$ cat config.mk
export PLATFORM = sky130hd
export DESIGN_NAME = mem_access_sequencer
export DESIGN_NICKNAME = d
export VERILOG_FILES = /design/src/rtl/mem_access_sequencer.sv
export SDC_FILE = /design/constraint.sdc
export NUM_CORES = 1
export LEC_CHECK = 0
export BUFFER_PORTS_ARGS = -buffer_cell sky130_fd_sc_hd__buf_4
export CORE_MARGIN = 2
export CORE_UTILIZATION = 46
export CTS_CLUSTER_SIZE = 8
export DETAILED_ROUTE_END_ITERATION = 10
export PLACE_DENSITY = 0.77
export RECOVER_POWER = 50
export SYNTH_ARGS = -nofsm -noshare
export SYNTH_HDL_FRONTEND = slang
export SYNTH_SLANG_ARGS = --single-unit
$ cat constraint.sdc
create_clock -name clk -period 2.15 [get_ports clk]
set_clock_uncertainty 0.05 [all_clocks]
set_input_delay 0.215 -clock clk [delete_from_list [all_inputs] [get_ports clk]]
set_output_delay 0.215 -clock clk [all_outputs]
set_load 0.05 [all_outputs]
$ cat src/rtl/mem_access_sequencer.sv
// mem_access_sequencer
// Sequences data-memory loads and stores for the single-cycle core over a
// req/ready + rvalid handshake. The core is stalled while an access is
// outstanding. Load data is lane-steered and extended, and then written back
// once to the register file.
//
// Ports:
//   clk, rst_n              clock (rising edge), async active-low reset
//   isLoad, isStore         current instruction is a load / store
//   addr, storeData         effective address, store source value
//   size, loadUnsigned      0=byte 1=half 2=word 3=illegal; zero/sign extend
//   rdIn                    load destination register
//   mem_req/we/addr/wdata/wstrb   registered memory request
//   mem_ready, mem_rvalid, mem_rdata  memory responses
//   stall                   hold PC/instruction (combinational)
//   rdWrite, rd, wbData     one-cycle register-file write-back
//   misaligned, busError    one-cycle error pulses
module mem_access_sequencer #(
  parameter int REG_BITS = 5,
  parameter int XLEN     = 32,
  parameter int TIMEOUT  = 255
) (
  input  logic                clk,
  input  logic                rst_n,
  input  logic                isLoad,
  input  logic                isStore,
  input  logic [XLEN-1:0]     addr,
  input  logic [XLEN-1:0]     storeData,
  input  logic [1:0]          size,
  input  logic                loadUnsigned,
  input  logic [REG_BITS-1:0] rdIn,
  output logic                mem_req,
  output logic                mem_we,
  output logic [XLEN-1:0]     mem_addr,
  output logic [XLEN-1:0]     mem_wdata,
  output logic [3:0]          mem_wstrb,
  input  logic                mem_ready,
  input  logic                mem_rvalid,
  input  logic [XLEN-1:0]     mem_rdata,
  output logic                stall,
  output logic                rdWrite,
  output logic [REG_BITS-1:0] rd,
  output logic [XLEN-1:0]     wbData,
  output logic                misaligned,
  output logic                busError
);

  typedef enum logic [1:0] {IDLE, REQ, WAIT, DONE} stateType;

  stateType            state;
  stateType            stateNext;
  logic                isLoadQ;
  logic [1:0]          sizeQ;
  logic                unsignedQ;
  logic [1:0]          offsetQ;
  logic [REG_BITS-1:0] rdQ;
  logic [15:0]         timeoutCnt;

  logic                accessReq;
  logic                aligned;
  logic                timeoutHit;
  logic                issue;
  logic                rejectAccess;
  logic                accept;
  logic                capture;
  logic                abort;
  logic [XLEN-1:0]     wdataNext;
  logic [3:0]          wstrbNext;
  logic [XLEN-1:0]     loadValue;
  logic [7:0]          byteSel;
  logic [15:0]         halfSel;

  assign accessReq  = isLoad | isStore;
  assign timeoutHit = (timeoutCnt == 16'(TIMEOUT - 1));

  // Natural alignment check; size 3 never counts as aligned.
  always_comb begin
    aligned = 1'b0;
    case (size)
      2'd0:    aligned = 1'b1;
      2'd1:    aligned = ~addr[0];
      2'd2:    aligned = (addr[1:0] == 2'b00);
      default: aligned = 1'b0;
    endcase
  end

  // Store lane steering: the datum is replicated across the word so the
  // memory picks the right lanes purely from the byte enables.
  always_comb begin
    wdataNext = storeData;
    wstrbNext = 4'b1111;
    case (size)
      2'd0: begin
        wdataNext = {4{storeData[7:0]}};
        wstrbNext = 4'b0001 << addr[1:0];
      end
      2'd1: begin
        wdataNext = {2{storeData[15:0]}};
        wstrbNext = 4'b0011 << addr[1:0];
      end
      default: begin
        wdataNext = storeData;
        wstrbNext = 4'b1111;
      end
    endcase
  end

  // Load lane extraction and sign/zero extension using the attributes
  // latched when the access was issued.
  always_comb begin
    byteSel   = mem_rdata[{offsetQ, 3'b000} +: 8];
    halfSel   = mem_rdata[{offsetQ[1], 4'b0000} +: 16];
    loadValue = mem_rdata;
    case (sizeQ)
      2'd0:    loadValue = {{24{~unsignedQ & byteSel[7]}}, byteSel};
      2'd1:    loadValue = {{16{~unsignedQ & halfSel[15]}}, halfSel};
      default: loadValue = mem_rdata;
    endcase
  end

  // State register.
  always_ff @(posedge clk or negedge rst_n) begin
    if (!rst_n) state <= IDLE;
    else        state <= stateNext;
  end

  // Next-state and control decode. A timeout takes priority over a
  // handshake arriving on the same cycle so the abort bound is exact.
  always_comb begin
    stateNext    = state;
    stall        = 1'b0;
    issue        = 1'b0;
    rejectAccess = 1'b0;
    accept       = 1'b0;
    capture      = 1'b0;
    abort        = 1'b0;
    case (state)
      IDLE: begin
        if (accessReq && aligned) begin
          stall     = 1'b1;
          issue     = 1'b1;
          stateNext = REQ;
        end else if (accessReq) begin
          rejectAccess = 1'b1;
        end
      end
      REQ: begin
        stall = 1'b1;
        if (timeoutHit) begin
          abort     = 1'b1;
          stateNext = DONE;
        end else if (mem_ready) begin
          accept    = 1'b1;
          stateNext = isLoadQ ? WAIT : DONE;
        end
      end
      WAIT: begin
        stall = 1'b1;
        if (timeoutHit) begin
          abort     = 1'b1;
          stateNext = DONE;
        end else if (mem_rvalid) begin
          capture   = 1'b1;
          stateNext = DONE;
        end
      end
      DONE: begin
        stateNext = IDLE;
      end
      default: stateNext = IDLE;
    endcase
  end

  // Request registers, latched access attributes, timeout counter and
  // write-back/error outputs. rd and wbData change only when a load
  // actually completes.
  always_ff @(posedge clk or negedge rst_n) begin
    if (!rst_n) begin
      mem_req    <= 1'b0;
      mem_we     <= 1'b0;
      mem_addr   <= '0;
      mem_wdata  <= '0;
      mem_wstrb  <= '0;
      isLoadQ    <= 1'b0;
      sizeQ      <= '0;
      unsignedQ  <= 1'b0;
      offsetQ    <= '0;
      rdQ        <= '0;
      timeoutCnt <= '0;
      rd         <= '0;
      wbData     <= '0;
      rdWrite    <= 1'b0;
      misaligned <= 1'b0;
      busError   <= 1'b0;
    end else begin
      rdWrite    <= 1'b0;
      misaligned <= rejectAccess;
      busError   <= abort;
      if (issue) begin
        isLoadQ    <= isLoad;
        sizeQ      <= size;
        unsignedQ  <= loadUnsigned;
        offsetQ    <= addr[1:0];
        rdQ        <= rdIn;
        timeoutCnt <= '0;
        mem_req    <= 1'b1;
        mem_we     <= ~isLoad;
        mem_addr   <= {addr[XLEN-1:2], 2'b00};
        mem_wdata  <= isLoad ? '0 : wdataNext;
        mem_wstrb  <= isLoad ? 4'b0000 : wstrbNext;
      end else if (state == REQ || state == WAIT) begin
        timeoutCnt <= timeoutCnt + 16'd1;
      end
      if (accept || abort) begin
        mem_req <= 1'b0;
      end
      if (capture) begin
        wbData  <= loadValue;
        rd      <= rdQ;
        rdWrite <= (rdQ != '0);
      end
    end
  end

endmodule

==> reports/metrics.cfg <==
[status]
status = complete, but fails checks
violations = max-capacitance violations, max-slew violations

[sta]
worstMarginPinSlew_ns = 1.53
period_needed_ns = 2.02
fin_ws_ns = 0.131
slew_headroom_pct = -1.75
min_period_over_period_pct = 93.9
fin_setup_tns_ns = 0
fmax_ghz = 0.495
hold_viol = 0
holdWs_ns = 0.0224
setup_violations = 0
grt_setup_unrepaired = no
final_max_slew_viol_count = 57

[synthesis]
syn_inst = 692
synth-edff-count = 0
synthTopCellsByCount = nand2_1 (181), dfrtp_1 (137), clkbuf_1 (35)
synthArstFlopShare_pct = 100
ys_warn_count = 0
synth_top_area_share_pct = 52.4
ys_seq_area_share_pct = 52.4
synth-seq-cells = 137
yosysUniqueCellTypes = 51
netlist_area_um2 = 6550
yosys.cell_count.top_type = nand2_1
synth.area.top_cells = dfrtp_1 (52%), nand2_1 (10%), mux2i_1 (4.4%)
yosys.area.top_type = dfrtp_1
syn_avg_cell_area_um2 = 9.46
ys.flop_type = dfrtp_1

[die]
die_area_um2 = 15200
die_h_um = 123
core_um2 = 13900
die_w_um = 123
initial_core_util_pct = 47.2
row_count = 43
ios = 221

[power_and_ir_drop]
seqPwrFrac_pct = 28.7
powerDensity_nw_per_um2 = 1630
finalPower_mw = 15.1
p_sw_share_pct = 47.9
p_clk_share_pct = 20.3
p_switching_mw = 7.26
ir_drop_uv = 870
power_leakage_nw = 4.45
intPower_mw = 7.88
power_frac_comb_pct = 51.0

[global_routing]
grt_use_total_pct = 25.9
grt_max_degree = 61
grt_pass1_vias = 6082
grt_overflow = 0
grt_pass1_wl_mm = 30.6
antenna_found_initial = 0

[setup_path]
cpLargestDelayFamily = flip-flops
reg2reg_from = timeoutCnt[0]$_DFFE_PN0P_
crit_type = register to output port
max_stage_delay_ns = 0.41
r2r_slack_ns = 0.17
slowest_stage = dfrtp_1
crit_path_start_kind = register
worstPathRequired_ns = 1.88
ff2ff_path_depth = 6
r2r-end = state[0]$_DFFE_PN0P_
crit_buf_inv = 2
worstPathCellList = inv_2 -> ha_1 -> o21ai_1 -> o21ba_4 -> nor2_2 -> nor2_4 -> buf_6
worst_setup_path_end_kind = output port
crit_fanout = 4
arrival_ns = 1.75

[drt]
route.detailed.drc = 0
drt_pass1_iterations = 5
wirelength_mm = 19.3
first_iter_violations = 412
wl_per_cell_um = 17.0
vias_per_cell = 5.43
drt.antenna.violating_nets = 0
vias = 6158

[min_path]
whs_endpoint = wbData[26]$_DFFE_PN0P_
whs_path_depth = 3
min_from = mem_rdata[26]
hold_class = input pin to register

[clock_tree]
path_clk_slew_ns = 0.06
cts_max_level = 4
clock_path_buffers = 2
clkSinkCount = 137
cts_buffers = 17
cts_tree = done
clkLatencyLatePin_ns = 0.42
root_buffer = clkbuf_16

[placement]
dp_hpwl_mm = 13.0
pre_cts_slack_ns = 0.117
port_buffers = 218
gp_congestion = 0.837

[flow_run]
drv_cap = 1

[cells_and_area]
antenna_cells = 0
syn_to_final_growth_pct = 41.6
fillers = 1135
drive_gt1_share_pct = 25.7
fin_nets = 1059

metal layers:
metal  routed length (um)  track usage, %  up-vias
li1                     -               -     2902
met1                 7950            32.8     2952
met2                 9330            41.7      260
met3                 1530            7.89       44
met4                  520            10.4        0
met5                    0               0        -
power groups by stage:
stage	Sequential, mW	Combinational [mW]	Clock [mW]
2_1_floorplan	7.30	2.46	0
3_3_place_gp	4.32	7.86	0
5_1_grt	4.46	8.24	3.24
4_1_cts	4.34	8.10	3.11
3_5_place_dp	4.36	7.98	0
6_report	4.34	7.72	3.08
repair_timing:
| action | CTS | global route |
|---|---|---|
| endpoints found under the setup margin | 1 | 7 |
| setup buffers | 1 | 0 |
| hold endpoints to repair | 90 | 0 |
| hold buffers | 37 | 0 |
| gates resized for setup | 3 | 4 |
state kept, by name, summed over array words and instances, names as in the netlist, 2 cells and up:
| signal | count |
|---|---|
| rdQ | 5 |
| state | 2 |
| offsetQ | 2 |
| mem_wstrb | 4 |
| rd | 5 |
| mem_wdata | 32 |
| wbData | 32 |
| sizeQ | 2 |
| timeoutCnt | 16 |
| mem_addr | 30 |
cell type report:
class / count / area, um^2 / share of cell area [%]
inverters: 10 / 37.5 / 0.405
well taps: 180 / 225 / 2.43
repair buffers: 281 / 2070 / 22.3
clock inverters: 11 / 171 / 1.85
multi-input cells: 495 / 2890 / 31.2
flip-flops and latches: 137 / 3430 / 37.0
clock buffers: 20 / 447 / 4.82
metrics by stage:
step                      instances  instance area, um^2  util, %
after floorplan                 693                 6560        -
after global placement         1065                 8460     61.0
after detailed placement       1065                 8460     61.0
after CTS                      1134                 9470     68.2
after global routing           1134                 9270     66.8
final                          1134                 9270     66.8
layout by cell type (no fill, tap or decap), drive strengths merged, types with 3 or more instances in the layout:
| cell | netlist | final |
|---|---|---|
| dlygate4sd3 | 0 | 37 |
| o31ai | 32 | 32 |
| a221oi | 5 | 5 |
| xor2 | 8 | 8 |
| ha | 7 | 7 |
| clkbuf | 35 | 74 |
| dfrtp | 137 | 137 |
| nor2 | 31 | 31 |
| bufinv | 0 | 4 |
| or3 | 3 | 3 |
| xnor2 | 3 | 3 |
| nor4b | 4 | 4 |
| nand2 | 181 | 181 |
| nor3 | 7 | 7 |
| mux2i | 29 | 29 |
| nand2b | 14 | 14 |
| a31oi | 17 | 17 |
| a21oi | 34 | 34 |
| and4 | 5 | 5 |
| a211oi | 4 | 4 |
| o21ai | 33 | 33 |
| a222oi | 5 | 5 |
| nand3 | 10 | 10 |
| or4 | 3 | 3 |
| nor2b | 8 | 8 |
| nand4 | 5 | 5 |
| inv | 10 | 11 |
| clkinv | 0 | 4 |
| buf | 16 | 190 |
| o2bb2ai | 6 | 6 |
| mux2 | 13 | 13 |
| or2 | 3 | 3 |
how the worst max path moves through the flow:
| stage | cells after the start | start | slack, ns | to |
|---|---|---|---|---|
| floorplan | 8 | state[0]$_DFFE_PN0P_ | 0.04 | stall |
| global placement | 6 | timeoutCnt[0]$_DFFE_PN0P_ | 0.19 | rd[3]$_DFFE_PN0P_ |
| detailed placement | 6 | timeoutCnt[0]$_DFFE_PN0P_ | 0.12 | rd[2]$_DFFE_PN0P_ |
| CTS | 7 | state[1]$_DFFE_PN0P_ | 0.03 | stall |
| global route | 7 | state[1]$_DFFE_PN0P_ | 0.007 | stall |
| finish | 7 | state[1]$_DFFE_PN0P_ | 0.13 | stall |
worst min-delay path, cell delays in order:
cell and delay (ns):
buf_4 0.11, nand2_1 0.05, a31oi_1 0.07
cells by family after synthesis:
logic type | Yosys count | synth area share, %
AND/OR/NAND/NOR | 281 | 19.0
AO/OA/AOI/OAI | 152 | 15.1
buffers and inverters | 61 | 3.97
flip-flops | 137 | 52.4
XOR/XNOR | 11 | 1.47
multiplexers | 42 | 6.67
other | 1 | 0.0573
adder cells (fa/ha/maj) | 7 | 1.34
Note: power is estimated with default switching activity, not from simulation.
